<file path="config.mk">
export PLATFORM = sky130hd
export DESIGN_NAME = ctr_sequencer
export DESIGN_NICKNAME = d
export VERILOG_FILES = /design/src/rtl/ctr_seq_pkg.sv /design/src/rtl/updn_ctr_core.sv /design/src/rtl/ctr_sequencer.sv
export SDC_FILE = /design/constraint.sdc
export NUM_CORES = 1
export LEC_CHECK = 0
export ABC_CLOCK_PERIOD_IN_PS = 2820
export BUFFER_PORTS_ARGS = -buffer_cell sky130_fd_sc_hd__buf_2
export CAP_MARGIN = 20
export CORE_ASPECT_RATIO = 1.1
export CORE_MARGIN = 4
export CORE_UTILIZATION = 40
export DETAILED_ROUTE_END_ITERATION = 6
export PLACE_DENSITY = 0.59
export SYNTH_ARGS = -nofsm -noshare
export SYNTH_HDL_FRONTEND = slang
export SYNTH_SLANG_ARGS = --single-unit
</file>
<file path="constraint.sdc">
create_clock -name clk -period 2.82 [get_ports clk]
set_clock_uncertainty 0.2 [all_clocks]
set_input_delay 0.141 -clock clk [delete_from_list [all_inputs] [get_ports clk]]
set_output_delay 0.141 -clock clk [all_outputs]
set_load 0.02 [all_outputs]
</file>
<file path="src/rtl/ctr_seq_pkg.sv">
// Shared state encoding and direction constants for the counter sequencer.
package ctr_seq_pkg;

    localparam int unsigned STATE_W = 3;

    localparam logic DIR_UP = 1'b0;
    localparam logic DIR_DN = 1'b1;

    typedef enum logic [STATE_W-1:0] {
        ST_IDLE,
        ST_LOAD,
        ST_RUN,
        ST_HOLD,
        ST_DONE
    } state_e;

endpackage

</file>
<file path="src/rtl/updn_ctr_core.sv">
// Synchronous-reset up/down counter; load has priority over enable.
module updn_ctr_core
    import ctr_seq_pkg::*;
#(
    parameter int unsigned WIDTH = 4
) (
    input  logic             clk,
    input  logic             rst,
    input  logic             en,
    input  logic             load,
    input  logic [WIDTH-1:0] load_val,
    input  logic             dir,
    output logic [WIDTH-1:0] cnt
);

    logic [WIDTH-1:0] cnt_q;
    logic [WIDTH-1:0] cnt_d;

    always_comb begin
        cnt_d = cnt_q;
        if (load) begin
            cnt_d = load_val;
        end else if (en) begin
            cnt_d = (dir == DIR_UP) ? cnt_q + WIDTH'(1) : cnt_q - WIDTH'(1);
        end
    end

    always_ff @(posedge clk) begin
        if (rst) begin
            cnt_q <= '0;
        end else begin
            cnt_q <= cnt_d;
        end
    end

    assign cnt = cnt_q;

endmodule

</file>
<file path="src/rtl/ctr_sequencer.sv">
// Sequences an up/down counter through latched count passes with pause, abort
// and auto-reload; flags each terminal count and the end of the run.
module ctr_sequencer
    import ctr_seq_pkg::*;
#(
    parameter int unsigned WIDTH = 4,
    parameter int unsigned RPT_W = 3
) (
    input  logic             clk,
    input  logic             rst,
    input  logic             start,
    input  logic             abort,
    input  logic             pause,
    input  logic             dir,
    input  logic             auto_reload,
    input  logic [WIDTH-1:0] limit,
    input  logic [RPT_W-1:0] repeat_n,
    output logic [WIDTH-1:0] cnt,
    output logic             busy,
    output logic             tc,
    output logic             done,
    output logic [RPT_W-1:0] pass_cnt
);

    state_e           state_q;
    logic             dir_q;
    logic             auto_q;
    logic [WIDTH-1:0] limit_q;
    logic [RPT_W-1:0] rpt_q;
    logic [RPT_W-1:0] pass_q;

    logic [WIDTH-1:0] term_val;
    logic [WIDTH-1:0] start_val;
    logic             at_term;
    logic             reload;
    logic             ctr_en;
    logic             ctr_load;
    logic [WIDTH-1:0] ctr_val;

    assign term_val  = (dir_q == DIR_DN) ? '0 : limit_q;
    assign start_val = (dir_q == DIR_DN) ? limit_q : '0;
    assign at_term   = (cnt == term_val);
    assign reload    = auto_q && (pass_q < rpt_q);

    // Abort reuses the core's load path to clear the count.
    always_comb begin
        ctr_en   = 1'b0;
        ctr_load = 1'b0;
        ctr_val  = start_val;
        case (state_q)
            ST_LOAD: begin
                ctr_load = 1'b1;
                if (abort) ctr_val = '0;
            end
            ST_RUN: begin
                if (abort) begin
                    ctr_load = 1'b1;
                    ctr_val  = '0;
                end else if (!pause) begin
                    if (!at_term)    ctr_en   = 1'b1;
                    else if (reload) ctr_load = 1'b1;
                end
            end
            ST_HOLD: begin
                if (abort) begin
                    ctr_load = 1'b1;
                    ctr_val  = '0;
                end
            end
            default: ;
        endcase
    end

    always_ff @(posedge clk) begin
        if (rst) begin
            state_q <= ST_IDLE;
            dir_q   <= 1'b0;
            auto_q  <= 1'b0;
            limit_q <= '0;
            rpt_q   <= '0;
            pass_q  <= '0;
        end else begin
            case (state_q)
                ST_IDLE: begin
                    if (start && !abort) begin
                        dir_q   <= dir;
                        auto_q  <= auto_reload;
                        limit_q <= limit;
                        rpt_q   <= repeat_n;
                        state_q <= ST_LOAD;
                    end
                end
                ST_LOAD: begin
                    pass_q  <= '0;
                    state_q <= abort ? ST_IDLE : ST_RUN;
                end
                ST_RUN: begin
                    if (abort) begin
                        pass_q  <= '0;
                        state_q <= ST_IDLE;
                    end else if (pause) begin
                        state_q <= ST_HOLD;
                    end else if (at_term) begin
                        pass_q <= pass_q + RPT_W'(1);
                        if (!reload) state_q <= ST_DONE;
                    end
                end
                ST_HOLD: begin
                    if (abort) begin
                        pass_q  <= '0;
                        state_q <= ST_IDLE;
                    end else if (!pause) begin
                        state_q <= ST_RUN;
                    end
                end
                ST_DONE: state_q <= ST_IDLE;
                default: state_q <= ST_IDLE;
            endcase
        end
    end

    updn_ctr_core #(.WIDTH(WIDTH)) u_core (
        .clk      (clk),
        .rst      (rst),
        .en       (ctr_en),
        .load     (ctr_load),
        .load_val (ctr_val),
        .dir      (dir_q),
        .cnt      (cnt)
    );

    // tc is suppressed in the cycle a pause or abort takes effect.
    assign tc       = (state_q == ST_RUN) && at_term && !pause && !abort;
    assign busy     = (state_q == ST_LOAD) || (state_q == ST_RUN) || (state_q == ST_HOLD);
    assign done     = (state_q == ST_DONE);
    assign pass_cnt = pass_q;

endmodule

</file>
==> flow_metrics.py <==
metrics = {
    "run_status": {
        "status": "finished, final reports clean",
    },
    "floorplanning": {
        "die_area_mm2": 0.00384,
        "coreArea_mm2": 0.00278,
        "rows": 20,
        "die-height_um": 64.6,
        "initial_core_util_pct": 41.9,
        "io_pins": 24,
        "die_w_um": 59.4,
    },
    "timing": {
        "slew_headroom_pct": 59.7,
        "setup_violations": 0,
        "report.final.slew_viol_count": 0,
        "period_share_pct": 86.2,
        "rsz0062_at_grt": "false",
        "fmaxAchievable_mhz": 411,
        "worst_slew_pin_slew_ns": 0.602,
        "hold_viol": 0,
        "min_period_ns": 2.43,
        "tns_ns": 0,
    },
    "synth": {
        "netlist_top_cells_area": "dfxtp_1, mux2i_1, nor2_1",
        "avgSynthCellArea_um2": 8.56,
        "ys_ff_latch": 19,
        "synth.yosys.seq_area_share_pct": 32.7,
        "yosys_warnings": 0,
        "syn_inst": 136,
        "synth_top_area_share_pct": 32.7,
        "synth_top_cell_by_area": "dfxtp_1",
        "synth_area_mm2": 0.00116,
        "synth_nets": 156,
        "synth_cell_types": 39,
    },
    "cts": {
        "cts_hold_buf": 21,
        "cts_made_buffers": 3,
        "clkTransAtPathRegs_ns": 0.11,
        "clk_latency_ns": 0.30,
        "cts_tree": "built",
        "cts_max_path_buffers": 2,
        "cts_htree_levels": 1,
        "clockRootBuffer": "clkbuf_4",
        "cts_sinks": 19,
        "post_cts_buffers": 0,
        "cts_resized": 0,
    },
    "critical_path": {
        "start_kind": "flop",
        "crit_arrival_ns": 2.43,
        "endpoint_kind": "flop",
        "reg2regPathDepth": 5,
        "crit_path_start": "state_q[2]$_SDFFE_PP0P_",
        "r2r_start": "state_q[2]$_SDFFE_PP0P_",
        "worst-path-max-fanout": 18,
        "r2r_slack_ns": 0.39,
        "crit_required_ns": 2.82,
        "critical_path_class": "flop to flop",
        "r2r_end": "auto_q$_SDFFE_PP0P_",
        "endpoint": "auto_q$_SDFFE_PP0P_",
    },
    "placed_design": {
        "dp_cells": 188,
        "io_buffer_count": 23,
        "place_congestion": 0.876,
        "dp_hpwl_um": 2120,
    },
    "route": {
        "routed_wl_um": 3020,
        "wire_per_inst_um": 14.2,
        "first_pass_iters": 4,
        "drtIter0Drc": 55,
        "vias": 1169,
        "ant_nets": 0,
        "drc": 0,
        "routed_via_density": 5.49,
    },
    "grt": {
        "grtUsageTotal_pct": 17.3,
        "grt_max_degree": 19,
        "overflow": 0,
        "grt_pass1_vias": 1111,
        "grt_pass1_wl_um": 5130,
        "grt_antenna_before_repair": 0,
    },
    "power": {
        "clkPwrFrac_pct": 26.8,
        "power_per_cell_area_mw_per_mm2": 345,
        "vdd_drop_max_uv": 353,
        "seqPwrFrac_pct": 54.1,
        "p_int_uw": 385,
        "p_leak_nw": 0.695,
        "finalPower_uw": 531,
        "combPwrFrac_pct": 19.2,
        "p_switching_uw": 146,
        "switching_share_pct": 27.5,
    },
    "worst_hold_path": {
        "hold_class": "primary input to flop",
    },
    "finish": {
        "layout_commonest_cell": "buf_2",
        "drive_above_1_share_pct": 15.0,
        "nets": 201,
        "fillers": 266,
        "multi_input_area_um2": 734,
        "area_growth_pct": 32.5,
        "mostFrequentLayoutCells": "buf_2, dlygate4sd3_1, dfxtp_1",
        "layout.area.seq_um2": 380,
        "antenna_cells": 0,
        "stdcell_count": 213,
    },
    "run": {
        "timing.max_cap.violations": 0,
    },
}
[metrics by stage]
step | area, µm² | util (%) | hold WS [ns] | worst slack [ns]
after floorplan | 1160 | - | 0.0849 | 0.710
after global placement | 1310 | 47.0 | 0.172 | 0.689
after detailed placement | 1310 | 47.0 | 0.183 | 0.627
after CTS | 1540 | 55.5 | 0.0697 | 0.389
after global routing | 1540 | 55.5 | 0.0890 | 0.211
final | 1540 | 55.5 | 0.0752 | 0.388
[layout make-up]
cell class | instances | area share [%]
clock buffers | 4 | 1.70
repair buffers | 44 | 21.1
well taps | 33 | 2.68
multi-input cells | 104 | 47.6
inverters | 9 | 2.19
flip-flops and latches | 19 | 24.7
[metal layers]
metal	vias up	share of wire, %	GRT usage, %
li1	585	-	-
met2	46	49	29.2
met3	8	5.9	4.18
met1	530	43	21.3
met5	-	0	0
met4	0	1.9	5.10
[logic make-up after synthesis]
group | count (synthesis) | synth area share (%)
AND/OR/NAND/NOR | 45 | 19.5
XOR/XNOR | 5 | 3.76
AO/OA/AOI/OAI | 36 | 22.5
multiplexers | 12 | 10.3
buffers and inverters | 13 | 4.19
flip-flops | 19 | 32.7
adder cells (fa/ha/maj) | 6 | 7.10
[state kept, by name (all words and copies together), names as in the netlist]
name        flops
auto_q          1
dir_q           1
limit_q         4
pass_cnt        3
rpt_q           3
state_q         3
u_core.cnt      4
[cell usage after synthesis, drive strengths merged]
library cell  count
or3               3
o21ai             3
nor4              2
o31ai             2
o2111ai           1
a211oi            2
a221o             1
or3b              1
or4               1
nor4bb            1
a21oi             6
a211o             1
nand3             1
ha                5
nor3              3
nor2b             2
o22ai             1
xnor2             5
nand2b            2
o21bai            2
o211ai            1
inv               9
a21o              3
mux2i            12
and2              1
dfxtp            19
a22oi             4
o21a              1
a22o              1
a2111oi           3
a311o             1
a32oi             1
nor2             18
nand2             8
nor4b             1
and3b             1
clkbuf            4
fa                1
a31oi             2
[worst min path at each step]
stage                start  cells past startpoint                 endpoint
6_report             abort                      4  state_q[0]$_SDFFE_PP0P_
5_1_grt              abort                      4  state_q[0]$_SDFFE_PP0P_
4_1_cts              abort                      4  state_q[1]$_SDFFE_PP0P_
3_5_place_dp      limit[1]                      3  limit_q[1]$_SDFFE_PP0P_
3_3_place_gp      limit[2]                      3  limit_q[2]$_SDFFE_PP0P_
2_1_floorplan  auto_reload                      2      auto_q$_SDFFE_PP0P_
[power by group through the flow]
| stage | clock network, mW | registers (mW) | logic (mW) |
|---|---|---|---|
| 6_report | 0.142 | 0.287 | 0.102 |
| 5_1_grt | 0.159 | 0.289 | 0.113 |
| 4_1_cts | 0.147 | 0.287 | 0.101 |
| 3_5_place_dp | 0 | 0.293 | 0.0782 |
| 3_3_place_gp | 0 | 0.293 | 0.0765 |
| 2_1_floorplan | 0 | 0.291 | 0.0532 |
[worst max-delay path: stages (launching register included)]
cell and delay (ns):
dfxtp_1 0.68, nor2_1 0.13, nand3_1 0.45, mux2i_1 0.25, nor2_1 0.06, dlygate4sd3_1 0.56
Note: power is estimated with default switching activity, not from simulation.
